==> src/rtl/ifu_pkg.sv <==
// ifu_pkg: shared types and defaults for the instruction fetch unit.
//   ifu_state_t   - fetch FSM states
//   RST_PC_DEF    - default first fetch address after reset
//   ibuf_entry_t  - instruction buffer entry {pc, ir}; fields are sized for
//                   the widest supported AW/DW (32), narrower values are
//                   zero-extended on the way in.
package ifu_pkg;

  typedef enum logic [1:0] {
    IDLE  = 2'd0,
    REQ   = 2'd1,
    WAIT  = 2'd2,
    STALL = 2'd3
  } ifu_state_t;

  localparam int unsigned RST_PC_DEF = 32'h0;

  localparam int ENTRY_PC_W = 32;
  localparam int ENTRY_IR_W = 32;

  typedef struct packed {
    logic [ENTRY_PC_W-1:0] pc;
    logic [ENTRY_IR_W-1:0] ir;
  } ibuf_entry_t;

endpackage

==> src/rtl/ifu_ibuf.sv <==
// ifu_ibuf: 2-entry instruction buffer (FIFO) between memory and EXU.
//   clk, rst_n : clock, async active-low reset
//   push, din  : write one entry (ignored when full)
//   pop        : retire the head entry (ignored when empty)
//   flush      : empty the buffer; wins over push/pop
//   head       : current head entry
//   count      : number of valid entries (0..2)
module ifu_ibuf
  import ifu_pkg::*;
(
  input  logic        clk,
  input  logic        rst_n,
  input  logic        push,
  input  logic        pop,
  input  logic        flush,
  input  ibuf_entry_t din,
  output ibuf_entry_t head,
  output logic [1:0]  count
);

  ibuf_entry_t mem [2];
  logic        wr_ptr;
  logic        rd_ptr;
  logic        do_push;
  logic        do_pop;

  assign do_push = push && (count != 2'd2);
  assign do_pop  = pop && (count != 2'd0);
  assign head    = mem[rd_ptr];

  always_ff @(posedge clk or negedge rst_n) begin
    if (!rst_n) begin
      mem[0] <= '0;
      mem[1] <= '0;
      wr_ptr <= 1'b0;
      rd_ptr <= 1'b0;
      count  <= 2'd0;
    end else if (flush) begin
      wr_ptr <= 1'b0;
      rd_ptr <= 1'b0;
      count  <= 2'd0;
    end else begin
      if (do_push) begin
        mem[wr_ptr] <= din;
        wr_ptr      <= ~wr_ptr;
      end
      if (do_pop) begin
        rd_ptr <= ~rd_ptr;
      end
      count <= count + {1'b0, do_push} - {1'b0, do_pop};
    end
  end

endmodule

==> src/rtl/ifu_ctrl.sv <==
// ifu_ctrl: instruction fetch controller. Issues one fetch at a time to
// memory, buffers responses in ifu_ibuf and hands them to the EXU, and
// redirects fetch on a taken EXU transfer.
//   clk, rst_n          : clock, async active-low reset
//   ifu2mem_req_*       : fetch request (vld/rdy/addr)
//   mem2ifu_rsp_*       : fetch response (vld/data), always accepted
//   ifu2exu_req_*       : instruction to EXU (vld/rdy/ir/pc)
//   exu2ifu_taken/offset: redirect, sampled only on an EXU transfer
// AW and DW must not exceed 32.
//
// state | meaning
// IDLE  | reset state, moves to REQ on the first edge
// REQ   | request valid, waiting for memory to accept it
// WAIT  | one request outstanding, waiting for its response
// STALL | buffer full, waiting for the EXU to free a slot
module ifu_ctrl
  import ifu_pkg::*;
#(
  parameter int          AW     = 32,
  parameter int          DW     = 32,
  parameter int unsigned RST_PC = RST_PC_DEF
) (
  input  logic          clk,
  input  logic          rst_n,
  output logic          ifu2mem_req_vld,
  input  logic          ifu2mem_req_rdy,
  output logic [AW-1:0] ifu2mem_req_addr,
  input  logic          mem2ifu_rsp_vld,
  input  logic [DW-1:0] mem2ifu_rsp_data,
  output logic          ifu2exu_req_vld,
  input  logic          ifu2exu_req_rdy,
  output logic [DW-1:0] ifu2exu_req_ir,
  output logic [AW-1:0] ifu2exu_req_pc,
  input  logic          exu2ifu_taken,
  input  logic [DW-1:0] exu2ifu_offset
);

  ifu_state_t  state;
  ifu_state_t  state_nxt;
  logic [AW-1:0] fetch_pc;
  logic [AW-1:0] req_pc;
  logic [AW-1:0] redir_tgt;
  logic [AW-1:0] pend_tgt;
  logic          pend;
  logic          outstanding;
  logic          discard;
  logic          mem_xfer;
  logic          exu_xfer;
  logic          redirect;
  logic          hold;
  logic          rsp_take;
  logic          push;
  logic [1:0]    buf_count;
  logic [1:0]    cnt_nxt;
  logic          credit_nxt;
  ibuf_entry_t   push_entry;
  ibuf_entry_t   head;

  assign mem_xfer  = ifu2mem_req_vld && ifu2mem_req_rdy;
  assign exu_xfer  = ifu2exu_req_vld && ifu2exu_req_rdy;
  assign redirect  = exu_xfer && exu2ifu_taken;
  assign hold      = ifu2mem_req_vld && !ifu2mem_req_rdy;
  assign redir_tgt = ifu2exu_req_pc + AW'(exu2ifu_offset);
  assign rsp_take  = mem2ifu_rsp_vld && outstanding;
  // A response landing in the redirect cycle belongs to the old stream.
  assign push      = rsp_take && !discard && !redirect;

  // Credit is judged on next-cycle occupancy with nothing outstanding,
  // which is the situation every transition into REQ leads to.
  assign cnt_nxt    = redirect ? 2'd0
                               : buf_count + {1'b0, push} - {1'b0, exu_xfer};
  assign credit_nxt = (cnt_nxt < 2'd2);

  always_comb begin
    push_entry    = '0;
    push_entry.pc = ENTRY_PC_W'(req_pc);
    push_entry.ir = ENTRY_IR_W'(mem2ifu_rsp_data);
  end

  ifu_ibuf u_ibuf (
    .clk   (clk),
    .rst_n (rst_n),
    .push  (push),
    .pop   (exu_xfer),
    .flush (redirect),
    .din   (push_entry),
    .head  (head),
    .count (buf_count)
  );

  assign ifu2exu_req_vld  = (buf_count != 2'd0);
  assign ifu2exu_req_pc   = head.pc[AW-1:0];
  assign ifu2exu_req_ir   = head.ir[DW-1:0];
  assign ifu2mem_req_addr = (state == IDLE) ? '0 : fetch_pc;

  always_ff @(posedge clk or negedge rst_n) begin
    if (!rst_n) begin
      state <= IDLE;
    end else begin
      state <= state_nxt;
    end
  end

  always_comb begin
    state_nxt       = state;
    ifu2mem_req_vld = 1'b0;
    case (state)
      IDLE: state_nxt = REQ;
      REQ: begin
        ifu2mem_req_vld = 1'b1;
        if (mem_xfer) state_nxt = WAIT;
      end
      WAIT: begin
        if (mem2ifu_rsp_vld) state_nxt = credit_nxt ? REQ : STALL;
      end
      STALL: begin
        if (credit_nxt) state_nxt = REQ;
      end
      default: state_nxt = IDLE;
    endcase
  end

  // A redirect that arrives while a request is held cannot move the
  // address; it is parked in pend_tgt and applied once that request is
  // accepted, and the accepted request is then discarded.
  always_ff @(posedge clk or negedge rst_n) begin
    if (!rst_n) begin
      fetch_pc    <= AW'(RST_PC);
      req_pc      <= '0;
      pend        <= 1'b0;
      pend_tgt    <= '0;
      outstanding <= 1'b0;
      discard     <= 1'b0;
    end else begin
      if (redirect && hold) begin
        pend     <= 1'b1;
        pend_tgt <= redir_tgt;
      end else if (redirect) begin
        fetch_pc <= redir_tgt;
        pend     <= 1'b0;
      end else if (mem_xfer) begin
        fetch_pc <= pend ? pend_tgt : fetch_pc + AW'(4);
        pend     <= 1'b0;
      end

      if (mem_xfer) begin
        req_pc      <= fetch_pc;
        outstanding <= 1'b1;
        discard     <= redirect || pend;
      end else if (rsp_take) begin
        outstanding <= 1'b0;
        discard     <= 1'b0;
      end else if (redirect && outstanding) begin
        discard <= 1'b1;
      end
    end
  end

endmodule

==> config.mk <==
export PLATFORM = sky130hd
export DESIGN_NAME = ifu_ctrl
export DESIGN_NICKNAME = d
export VERILOG_FILES = /design/src/rtl/ifu_pkg.sv /design/src/rtl/ifu_ibuf.sv /design/src/rtl/ifu_ctrl.sv
export SDC_FILE = /design/constraint.sdc
export NUM_CORES = 1
export LEC_CHECK = 0
export CAP_MARGIN = 15
export CORE_ASPECT_RATIO = 0.9
export CORE_UTILIZATION = 51
export CTS_BUF_LIST = sky130_fd_sc_hd__clkbuf_8 sky130_fd_sc_hd__clkbuf_16
export CTS_CLUSTER_DIAMETER = 40
export DETAILED_ROUTE_END_ITERATION = 16
export GPL_TIMING_DRIVEN = 0
export PLACE_DENSITY = 0.78
export RECOVER_POWER = 25
export SLEW_MARGIN = 30
export SYNTH_ARGS = -nofsm -noshare
export SYNTH_HDL_FRONTEND = slang
export SYNTH_HIERARCHICAL = 1
export SYNTH_SLANG_ARGS = --single-unit
==> constraint.sdc <==
create_clock -name clk -period 3.5 [get_ports clk]
set_input_delay 0.7 -clock clk [delete_from_list [all_inputs] [get_ports clk]]
set_output_delay 0.7 -clock clk [all_outputs]
set_load 0.03 [all_outputs]
Word-level counts from Yosys, hierarchy flattened:

Index checks and enable logic that the tools add are counted.

* flip-flop bits (word level): 233

* $add $sub $neg: 6
* order comparisons: 4
* eq/ne operators: 7
* mux-type cells: 30
* bitwise gates (word level): 6
* reductions and logical operators: 27

Operators by type and width (count)
* 2-to-1 mux 64 bit: 4
* bitwise mux 128 bit: 1
* 2-to-1 mux 32 bit: 4
* demux 64 bit (select 1 bit): 1
* adder 32 x 3 -> 32 bit (second input constant): 1
* adder 32 bit: 1
* 2-to-1 mux 1 bit: 13
* logical AND 1 bit: 12
* 2-to-1 mux 2 bit: 6
* nonzero test 2 bit: 5
* inequality test 2 bit (second input constant): 4
* case mux 2 bit (4 select lines): 1
* nonzero test 3 bit: 2
* adder 2 x 1 -> 2 bit: 2
* equality test 2 bit (second input constant): 2
* greater-or-equal comparator 2 bit (second input constant): 2
* inverter 1 bit: 4
* inverter 1 -> 2 bit: 2
* AND reduction 2 bit: 2
* subtractor 2 x 1 -> 2 bit: 2
* logical NOT 1 bit: 3
* AND reduction 3 bit: 1
* equality test 2 x 1 -> 1 bit (second input constant): 1
* logical NOT 2 bit: 1
* 3 further kinds: 3

Logic depth before layout (Yosys ltp):

Gate-level depths: netlist of the first run.

* depth after elaboration: 12
* mapped depth: 13

Modules after synthesis:

The synthesis of the first run kept the hierarchy.

By module, submodules not included
* ifu_ctrl: times used 1, cells an instance 760, area each 6717.7 um2, seq. area each 2527.4 um2
* ifu_ibuf: times used 1, cells an instance 364, area each 5936.9 um2, seq. area each 3303.2 um2

Worst setup path before layout of the first run:

No wires, ideal clock.

* path kind: flip-flop to flip-flop
* from: register u_ibuf.rd_ptr
* to: register fetch_pc[26]
* data arrival time: 3.569 ns
* required time: 3.374 ns
* path slack: -0.195 ns
* stages on the path, launching flop included: 14
* path buffers: 2
* cells stage by stage: dfrtp_1 -> clkbuf_1 -> buf_2 -> mux2_2 -> ha_1 -> fa_1 -> a21o_1 -> a221o_1 -> o211ai_2 -> o211ai_2 -> a31oi_4 -> o21ai_2 -> xor2_1 -> a221o_1

* cells in the longest elaborated chain, start to end: 6

RTL lines
* start: declaration: line ifu_ibuf.sv:23 `logic rd_ptr;`
* start signal: assignment: line ifu_ibuf.sv:48 `rd_ptr <= ~rd_ptr;`
* inverter 1 -> 2 bit (implied by the code): line ifu_ibuf.sv:29 `assign head = mem[rd_ptr];`
* 2-to-1 mux 64 bit (implied by the code) (3 in a row): line ifu_ibuf.sv:29
* named net ifu2exu_req_pc[0]: line ifu_ctrl.sv:33 `output logic [AW-1:0] ifu2exu_req_pc,`
* adder 32 bit: line ifu_ctrl.sv:63 `assign redir_tgt = ifu2exu_req_pc + AW'(exu2ifu_offset);`
* 2-to-1 mux 32 bit: line ifu_ctrl.sv:138 `end else if (redirect) begin`
* end signal: assignment: line ifu_ctrl.sv:128 `fetch_pc <= AW'(RST_PC);`
* end signal: assignment: line ifu_ctrl.sv:139 `fetch_pc <= redir_tgt;`
* end signal: assignment: line ifu_ctrl.sv:142 `fetch_pc <= pend ? pend_tgt : fetch_pc + AW'(4);`
* end: declaration: line ifu_ctrl.sv:40 `logic [AW-1:0] fetch_pc;`

The timed path passes the listed nets, and every way through them passes these cells. The select of a mux whose other input is x is not followed.
A chain may end at the register's enable or synchronous reset.

Worst setup path in the final report of the first run:

* from: register u_ibuf.rd_ptr
* to: register fetch_pc[26]

* cells in the longest elaborated chain, start to end: 6

RTL lines (line)
* inverter 1 -> 2 bit (implied by the code): ifu_ibuf.sv:29
* 2-to-1 mux 64 bit (implied by the code) (3 in a row): ifu_ibuf.sv:29
* adder 32 bit: ifu_ctrl.sv:63
* 2-to-1 mux 32 bit: ifu_ctrl.sv:138

No other way between the ends. The select of a mux whose other input is x is not followed.

==> results of run 1 <==
==> power breakdown <==
group / internal [uW] / leakage, uW / switching [uW]
clock network: 2460 / 0.000626 / 1320
registers: 3890 / 0.00292 / 878
logic: 4410 / 0.00372 / 5210
total: 10800 / 0.00727 / 7410
==> kinds of logic (layout without fill, tap and decap cells) <==
| group | after synthesis | in the layout | share of synthesized area [%] |
|---|---|---|---|
| AOI/OAI and AO/OA | 221 | 221 | 10.9 |
| xor gates and xnor gates | 46 | 46 | 3.18 |
| adders and majority gates | 41 | 41 | 4.11 |
| muxes | 243 | 243 | 23.0 |
| buffers and inverters | 78 | 333 | 2.82 |
| and+or+nand+nor | 262 | 262 | 9.91 |
| DFF | 233 | 233 | 46.1 |
==> stage by stage <==
stage	area, um^2	setup slack (ps)
final	16400	-108
after CTS	16300	-63.8
after floorplan	12700	59.3
after detailed placement	14800	-878
after global routing	16400	-189
after global placement	14700	-8050
==> layout make-up <==
type                       instances  area (um^2)
fill                            1780         7900
multi-input combinational        813         6620
sequential                       233         5830
timing repair buffer             195         1930
clock buffer                      41          981
tap                              308          385
buffer                            58          315
clock inverter                    22          293
inverter                          17         67.6
==> synthesized netlist by cell type, types with 3 or more instances <==
cell                       number
sky130_fd_sc_hd__a221oi_1       8
sky130_fd_sc_hd__nor2_1        63
sky130_fd_sc_hd__mux2_4        50
sky130_fd_sc_hd__and3_1         7
sky130_fd_sc_hd__xor2_1        18
sky130_fd_sc_hd__o22ai_1        4
sky130_fd_sc_hd__or3_1          3
sky130_fd_sc_hd__nand2b_1       3
sky130_fd_sc_hd__nand2_1       85
sky130_fd_sc_hd__and4_1         4
sky130_fd_sc_hd__nand4_1       12
sky130_fd_sc_hd__inv_1         16
sky130_fd_sc_hd__mux2i_1        6
sky130_fd_sc_hd__xnor2_1       28
sky130_fd_sc_hd__buf_6          6
sky130_fd_sc_hd__buf_1          5
sky130_fd_sc_hd__a22oi_1        4
sky130_fd_sc_hd__ha_1          40
sky130_fd_sc_hd__dfrtp_1      233
sky130_fd_sc_hd__o21bai_1       7
sky130_fd_sc_hd__a21oi_1       65
sky130_fd_sc_hd__nand3_1       25
sky130_fd_sc_hd__o211ai_1       3
sky130_fd_sc_hd__mux2_2       187
sky130_fd_sc_hd__o21ai_1        4
sky130_fd_sc_hd__buf_2         13
sky130_fd_sc_hd__o21a_1         7
sky130_fd_sc_hd__nor2b_1       34
sky130_fd_sc_hd__a221o_1        3
sky130_fd_sc_hd__o21ai_0       70
sky130_fd_sc_hd__o31ai_1        3
sky130_fd_sc_hd__clkbuf_1      35
sky130_fd_sc_hd__a21o_1        15
sky130_fd_sc_hd__nor3_1        16
sky130_fd_sc_hd__a31oi_1        5
==> metal layers <==
metal / vias up / share of wire (%) / wire length [um]
met5: - / 0 / 0
met4: 0 / 2.2 / 772
met3: 66 / 7.7 / 2640
met2: 425 / 47 / 16100
met1: 4945 / 43 / 14900
li1: 4497 / - / -
==> state kept, by name, summed over array words and instances, names as in the netlist <==
signal and cells:
outstanding 1, u_ibuf/mem 128, pend_tgt 32, req_pc 32
u_ibuf/wr_ptr 1, discard 1, u_ibuf/rd_ptr 1, pend 1
state 2, fetch_pc 32, u_ibuf/count 2
==> what timing repair did <==
action | 4_1_cts | 5_1_grt
pin swaps | 12 | 12
setup buffers | 14 | 11
setup endpoints to repair | 155 | 174
gates resized for setup | 25 | 22
==> how the worst min path moves through the flow <==
stage | start | end | slack (ps) | depth (start not counted)
final | pend_tgt[14]$_DFFE_PN0P_ | pend_tgt[14]$_DFFE_PN0P_ | 480 | 2
after global routing | u_ibuf/mem[9]$_DFFE_PN0P_ | u_ibuf/mem[9]$_DFFE_PN0P_ | 510 | 1
after CTS | rst_n | u_ibuf/mem[23]$_DFFE_PN0P_ | 40 | 1
after detailed placement | pend_tgt[14]$_DFFE_PN0P_ | pend_tgt[14]$_DFFE_PN0P_ | 470 | 2
after global placement | pend_tgt[20]$_DFFE_PN0P_ | pend_tgt[20]$_DFFE_PN0P_ | 460 | 2
after floorplan | rst_n | discard$_DFFE_PN0P_ | 400 | 0
==> worst reg2reg max path: stages, from the launching register on <==
cell and delay [ps]:
sky130_fd_sc_hd__dfrtp_1 390, sky130_fd_sc_hd__buf_8 140, sky130_fd_sc_hd__buf_12 120, sky130_fd_sc_hd__mux2_4 320, sky130_fd_sc_hd__ha_4 170, sky130_fd_sc_hd__fa_2 350
sky130_fd_sc_hd__a21o_1 210, sky130_fd_sc_hd__a221o_1 360, sky130_fd_sc_hd__o211ai_4 230, sky130_fd_sc_hd__buf_12 150, sky130_fd_sc_hd__o211ai_4 110, sky130_fd_sc_hd__a31oi_4 250
sky130_fd_sc_hd__buf_6 140, sky130_fd_sc_hd__o21ai_4 50, sky130_fd_sc_hd__xor2_2 170, sky130_fd_sc_hd__a221o_1 330
==> results by stage, run 1 <==
Outcome:
- The flow ran to the end, but the final reports show violations.
- The checks that failed: capacitance limit, slew limit, setup timing.

Yosys:
- The total nets after synthesis is 1235.
- The mean instance size in the synthesized netlist is 11.3 um^2.
- The largest area contributor in the synthesized netlist is sky130_fd_sc_hd__dfrtp_1.
- The count of flip-flops with a built-in enable after synthesis is 0.
- The flip-flop and latch count after synthesis is 233.
- For this run, the number of Yosys warnings is 6.
- Synthesis produced a netlist whose cell count is 1124.
- In the post-synthesis netlist, the biggest area contributors are sky130_fd_sc_hd__dfrtp_1, sky130_fd_sc_hd__mux2_2, sky130_fd_sc_hd__mux2_4.
- After synthesis, the share of flip-flops with an asynchronous set or reset is 100%.
- The number of library cell types mapped by synthesis is 63.
- The flip-flop cell with the highest count after synthesis is sky130_fd_sc_hd__dfrtp_1.
- Sequential cells were found to cover 46.1% of the synthesized design area.
- The synthesized cell area is 12700 um^2.
- In this run the biggest area consumer among cell types represents 46.1% of the synthesized area.

Floorplan:
- The floorplan step set the die height to 151 um.
- Row generation in the floorplan step produced 54 rows.
- 168 I/O pins were placed.
- The floorplan step defined a die boundary enclosing 25400 um^2.
- The floorplan die width is 168 um.
- The core region is 24300 um^2.
- For this configuration, the core starts out at a cell density of 52.0%.

Placed design:
- In this run the tool buffered the top-level ports with 167 buffer cells.
- Routability-driven placement finished with a final weighted congestion of 0.874.
- Once detailed placement completed, the half-perimeter wirelength came to 23900 um.
- After detailed placement, the design holds a cell count of 1602.

GRT:
- The met2 demand-to-capacity share in global routing is 45.0%.
- The layer with the highest usage is met2.
- The combined global-route utilization of all metal layers is 27.5%.
- The number of antenna violations at the first check in global routing is 0.
- Global routing used 5.70% of the available met3 tracks.
- The global-route wire length before repair is 54500 um.
- The via count of the first global-routing pass was 9938.
- Entering global routing, the biggest net connects 87 pins.
- After global routing the overflow that remains totals 0.
- In the global route stage, met1 resource usage came out at 36.8%.

Cells and area:
- Cells with a size suffix above 1 make up 27.4% of the layout.
- The core occupancy in the finished layout is 67.5%.
- At the end of the flow, the number of nets in the layout was 1465.
- The area added between synthesis and finish is 29.8%.
- The library cells used most frequently in the layout, excluding fill and tap cells, are sky130_fd_sc_hd__dfrtp_1, sky130_fd_sc_hd__mux2_2, sky130_fd_sc_hd__clkdlybuf4s50_1.
- The final cell count without fillers is 1687.
- The most common library cell in the layout ignoring fill and taps is sky130_fd_sc_hd__dfrtp_1.
- The number of antenna diodes in the final layout is 0.

Clock network:
- CTS saw 233 sinks.
- For the worst-skew pair, the clock arrives at the later sink with an insertion delay of 520 ps.
- The number of hold buffers added after CTS was 0.
- The TritonCTS clock tree is built.
- The clock edge transition at the registers on the reported setup and hold paths is 60 ps.
- In this run the clock root is driven by a sky130_fd_sc_hd__clkbuf_16.
- The number of levels the H-tree was split into is 2.
- In this run, CTS created clock tree buffers numbering 36.
- In this run the deepest clock path goes through 3 buffers.

STA:
- Clock skew on the completed layout was measured at 19.8 ps.
- The slew at the pin with the worst max-slew slack is 1690 ps.
- The share of the clock period used by the worst path after layout is 103%.
- Setup repair after global routing could not meet its margin everywhere.
- The number of slew-limit violations in the final report came to 34.
- In this run the tightest slew margin relative to its limit is -12.7%.
- Hold is met by 483 ps.
- Timing would allow up to 277 MHz.
- Setup violations remaining at the end of the flow were counted as 4.
- The hold violation total from the final report is 0.
- Setup slack on the critical path of the routed design comes to -108 ps.
- After layout, the minimum clock period comes to 3610 ps.
- The setup TNS after final layout is -253 ps.

Power and ir drop:
- The total power consumption of the routed design is 18200 uW.
- For this design the ratio of total power to cell area is 1110 nW/um^2.
- The largest voltage drop on the vdd net is 0.452 mV.
- For this design the static power due to leakage is 0.00727 uW.

Setup path:
- The endpoint identified for the worst register-to-register timing path is fetch_pc[26]$_DFFE_PN0P_.
- The setup slack of the worst register-to-register path is -110 ps.
- The top cell family by delay on the critical path is compound AO/OA/AOI/OAI gates.
- The worst setup path is launched from a register.
- For the worst setup path, the data arrival time is 4010 ps.
- The master of the slowest instance on the critical path is sky130_fd_sc_hd__dfrtp_1.
- Traced cell by cell, the critical path runs through buf_8, buf_12, mux2_4, ha_4, fa_2, a21o_1, a221o_1, o211ai_4, buf_12, o211ai_4, a31oi_4, buf_6, o21ai_4, xor2_2, a221o_1.
- The critical path class is reg2reg.
- Measured in cells, the most critical reg-to-reg path has a length of 15.
- The reg-to-reg critical path startpoint is u_ibuf/rd_ptr$_DFFE_PN0P_.
- The destination of the critical timing path is fetch_pc[26]$_DFFE_PN0P_.
- The launch point of the critical path is u_ibuf/rd_ptr$_DFFE_PN0P_.
- In this run the number of cells on the critical path is 15.
- The buffering stage count on the worst path with inverters included is 4.
- The largest fanout of any net on the critical path is 5.
- The required time reported for the critical path endpoint is 3900 ps.
- The largest single stage delay on the critical path is 390 ps.
- The type of element capturing the critical path is a register.

Drt:
- In the routed layout, each cell is associated on average with a via count of 5.89.
- The post-detailed-route DRC marker count is 0.
- The overall routed net length is 34400 um.
- The overall via count from detail_route is 9933.
- The detailed router finished its first iteration with 903 violations.
- The routed wire length per instance is 20.4 um.
- The antenna violation net count after detailed routing is 0.
- The pre-antenna-repair detailed-routing pass consisted of 6 iterations.

Run:
- The max-cap check violation count is 1.

Worst hold path:
- The worst hold path belongs to the class reg2reg.
(Power assumes the default switching activity.)
==> run 2: changes to the inputs <==
--- a/config.mk
+++ b/config.mk
@@ -7,12 +7,11 @@
 export LEC_CHECK = 0
 export CAP_MARGIN = 15
 export CORE_ASPECT_RATIO = 0.9
-export CORE_UTILIZATION = 51
+export CORE_UTILIZATION = 40
 export CTS_BUF_LIST = sky130_fd_sc_hd__clkbuf_8 sky130_fd_sc_hd__clkbuf_16
 export CTS_CLUSTER_DIAMETER = 40
 export DETAILED_ROUTE_END_ITERATION = 16
 export GPL_TIMING_DRIVEN = 0
-export PLACE_DENSITY = 0.78
 export RECOVER_POWER = 25
 export SLEW_MARGIN = 30
 export SYNTH_ARGS = -nofsm -noshare
==> run 2 against run 1 <==
Against the previous run:
- global-route usage down 5.4 points
- via count down 2.9%
- largest cell class unchanged
- maximum frequency up 3.0%
- worst setup slack better by 100 ps
- hold slack worse by 10 ps
- clock power about the same
- non-clock buffer count down 10
- the run still ends with capacitance limit, slew limit, setup timing left
- clock skew up 2.1 ps
- sequential power about the same
==> results by stage, run 2 (synthesis results as in run 1) <==
Placed design:
- The detailed-placement wirelength estimate was 25000 um (+4.8%).
- The post-placement setup slack is -1090 ps (-214 ps).
- The weighted congestion at the end of routability-driven global placement is 0.843 (-3.5%).
- The count of buffers inserted at the top-level ports came to 167 (unchanged).
- The count of placed standard cells including taps is 1702 (+6.2%).

Setup path:
- The kind of start point of the critical path is a register.
- The setup path with the least slack is of type reg2reg.
- The buffering stage count on the worst path with inverters included was 3 (-1).
- The highest cell delay on the worst timing path is 400 ps (about the same).
- The data arrival time at the worst-slack endpoint is 3910 ps (-100 ps).
- The worst setup path is captured at a register.
- The signal on the critical path passes through buf_8, buf_12, mux2_4, ha_4, fa_2, a21o_1, a221o_1, o211ai_4, buf_12, o211ai_4, a31oi_4, o21ai_2, xor2_2, a221o_1.
- The largest fanout of any net on the critical path was 5 (unchanged).
- The master of the slowest instance on the critical path is sky130_fd_sc_hd__dfrtp_1.
- The top cell family by delay on the critical path is compound AO/OA/AOI/OAI gates.
- The required time reported for the critical path endpoint is 3910 ps (about the same).

Drt:
- The number of vias per cell is 5.41 (-8.2%).
- The post-detailed-route DRC marker count is 0 (unchanged).
- The antenna violation net count after detailed routing is 0 (unchanged).
- The overall via count from detail_route came to 9648 (-2.9%).
- The number of iterations in the first detailed-routing pass came to 5 (-1).
- The overall routed net length was 35600 um (+3.5%).
- The initial detailed-routing violation count was 525 (-42%).
- The routed wire length per instance is 19.9 um (-2.2%).

Cells and area:
- The final cell count without fillers is 1785 (+5.8%).
- The filler cell count is 2796 (+57%).
- The flip-flop count of the largest register after layout came to 128 (unchanged).
- The sequential cell area was 5830 um^2 (unchanged).
- The net count of the finished layout is 1458 (-0.48%).
- The most common library cell in the layout ignoring fill and taps is sky130_fd_sc_hd__dfrtp_1.
- In the layout the commonest cells are sky130_fd_sc_hd__dfrtp_1, sky130_fd_sc_hd__mux2_2, sky130_fd_sc_hd__clkdlybuf4s50_1.
- The total area of multi-input combinational cells is 6580 um^2 (-0.60%).
- More flip-flops sit in one register than any other, and that register is u_ibuf/mem.
- The fraction of final layout cells sized beyond drive strength 1 is 26.5% (-0.87 points).
- Compared with the post-synthesis result, the final layout area differs by 30.0%.

Worst hold path:
- The worst hold path belongs to the class reg2reg.

STA:
- The number of slew-limit violations in the final report is 76 (+120%).
- The headroom to the max-slew limit was -32.1% (-19 points).
- The hold violation total from the final report is 0 (unchanged).
- The worst hold-check slack is 472 ps (-10.2 ps).
- The share of the clock period used by the worst path after layout was 100% (-3.0 points).
- The slew at the pin with the worst max-slew slack is 1980 ps (+291 ps).
- The maximum achievable frequency was 285 MHz (+3.0%).
- The clock skew came to 21.9 ps (+2.10 ps).
- Setup repair after global routing could not meet its margin everywhere.
- The setup-violating endpoint count in the final report is 1 (-3).
- The minimum period implied by the final worst setup slack is 3500 ps (-105 ps).
- The post-layout worst setup margin is -3.25 ps (+105 ps).

Clock network:
- The maximum number of buffers from clock root to sink was 3 (unchanged).
- The total clock sinks is 233 (unchanged).
- TritonCTS built the clock tree.
- The number of levels the H-tree was split into is 2 (unchanged).
- The total CTS buffers is 39 (+8.3%).
- In this run the clock root is driven by a sky130_fd_sc_hd__clkbuf_16.
- The latest clock arrival within the worst-skew pair is 530 ps (about the same).
- The clock edge transition at the registers on the reported setup and hold paths is 50 ps (about the same).

Floorplan:
- The total I/O pin count is 168 (unchanged).
- The floorplan die width came to 189 um (+13%).
- The die span in y is 171 um (+13%).
- The row count came to 61 (+13%).
- The core footprint was 31000 um^2 (+27%).
- The initial standard-cell utilization of the core was 40.8% (-11 points).
- The area of the die is 32400 um^2 (+27%).

Outcome:
- The final reports fail on capacitance limit, slew limit, setup timing.
- The run finished, with violations left.

Power and ir drop:
- The leakage power summed over all cells is 0.00724 uW (-0.31%).
- The power per cell area was 1090 nW/um^2 (-1.4%).
- The largest voltage drop on the vdd net is 0.568 mV (+26%).
- The total power consumption of the routed design is 18000 uW (-1.2%).

Run:
- The max-cap check violation count is 1 (unchanged).

GRT:
- The largest net degree at the start of global routing is 83 (-4.6%).
- The via count of the first global-routing pass is 9759 (-1.8%).
- The global-route wire length before repair was 55400 um (+1.8%).
- The number of antenna violations at the first check in global routing is 0 (unchanged).
- The residual overflow from global routing is 0 (unchanged).
- The combined global-route utilization of all metal layers came to 22.1% (-5.4 points).
## run 2: changes by cell type in the layout (fill, tap and decap cells not counted), moves of 2 or more
cell / delta
sky130_fd_sc_hd__clkbuf_16: +2
sky130_fd_sc_hd__buf_4: -9
sky130_fd_sc_hd__clkinv_2: +2
sky130_fd_sc_hd__ha_1: +3
sky130_fd_sc_hd__ha_2: -2
sky130_fd_sc_hd__buf_6: -2
sky130_fd_sc_hd__clkbuf_2: +2
sky130_fd_sc_hd__clkbuf_8: +2
sky130_fd_sc_hd__inv_1: +3
sky130_fd_sc_hd__bufinv_16: -2
## run 2: layer usage
metal / routed length, um / GRT usage, % / part of all wire (%)
met4: 769 / 6.52 / 2.2
met3: 2050 / 3.51 / 5.7
met1: 16600 / 30.8 / 47
met5: 0 / 0 / 0
met2: 16200 / 35.2 / 45
## run 2: path summary, 6_finish.rpt
kind / startpoint / end / slack (ps) / cells past startpoint
worst max-delay path: u_ibuf/rd_ptr$_DFFE_PN0P_ / fetch_pc[26]$_DFFE_PN0P_ / -3 / 14
worst min-delay path: pend_tgt[14]$_DFFE_PN0P_ / pend_tgt[14]$_DFFE_PN0P_ / 470 / 2
worst max register to register: u_ibuf/rd_ptr$_DFFE_PN0P_ / fetch_pc[26]$_DFFE_PN0P_ / -3 / 14
worst min register to register: pend_tgt[14]$_DFFE_PN0P_ / pend_tgt[14]$_DFFE_PN0P_ / 470 / 2
max in group asynchronous: rst_n / pend_tgt[14]$_DFFE_PN0P_ / 690 / 2
min in group asynchronous: rst_n / u_ibuf/mem[87]$_DFFE_PN0P_ / 730 / 1
## run 2: timing repair
action / in CTS / in global routing
setup buffers: 10 / 4
pin swaps: 15 / 8
resized for setup: 30 / 5
endpoints found under the setup margin: 169 / 23
hold buffers: 0 / 0
endpoints found under the hold margin: 0 / 0
## run 2: metrics by stage
stage	setup TNS (ps)	cell area, um^2	utilization, %
floorplan	0	12700	-
global placement	-2103830	14800	47.9
detailed placement	-122500	14900	48.1
CTS	-74.9	16400	53.0
global route	-659	16400	53.1
finish	-3.25	16500	53.1
## run 2: final cells by class
cell class,count,area share [%]
Timing Repair Buffer,183,11.1
Clock buffer,45,6.43
Multi-Input combinational cell,813,40.0
Clock inverter,24,1.47
Sequential cell,233,35.4
Inverter,17,0.395
Tap cell,409,3.11
Buffer,60,1.99
Antenna cell,1,0.0152
## run 2: where the power goes
group | internal, uW | switching, uW | total, uW
registers | 3890 | 857 | 4750
clock network | 2450 | 1330 | 3790
logic | 4280 | 5140 | 9420
## run 2: worst register-to-register path: stages, from the launching register on
cell                       delay [ps]
sky130_fd_sc_hd__dfrtp_1          400
sky130_fd_sc_hd__buf_8            150
sky130_fd_sc_hd__buf_12           120
sky130_fd_sc_hd__mux2_4           320
sky130_fd_sc_hd__ha_4             180
sky130_fd_sc_hd__fa_2             350
sky130_fd_sc_hd__a21o_1           200
sky130_fd_sc_hd__a221o_1          360
sky130_fd_sc_hd__o211ai_4         200
sky130_fd_sc_hd__buf_12           150
sky130_fd_sc_hd__o211ai_4         100
sky130_fd_sc_hd__a31oi_4          290
sky130_fd_sc_hd__o21ai_2          100
sky130_fd_sc_hd__xor2_2           170
sky130_fd_sc_hd__a221o_1          300
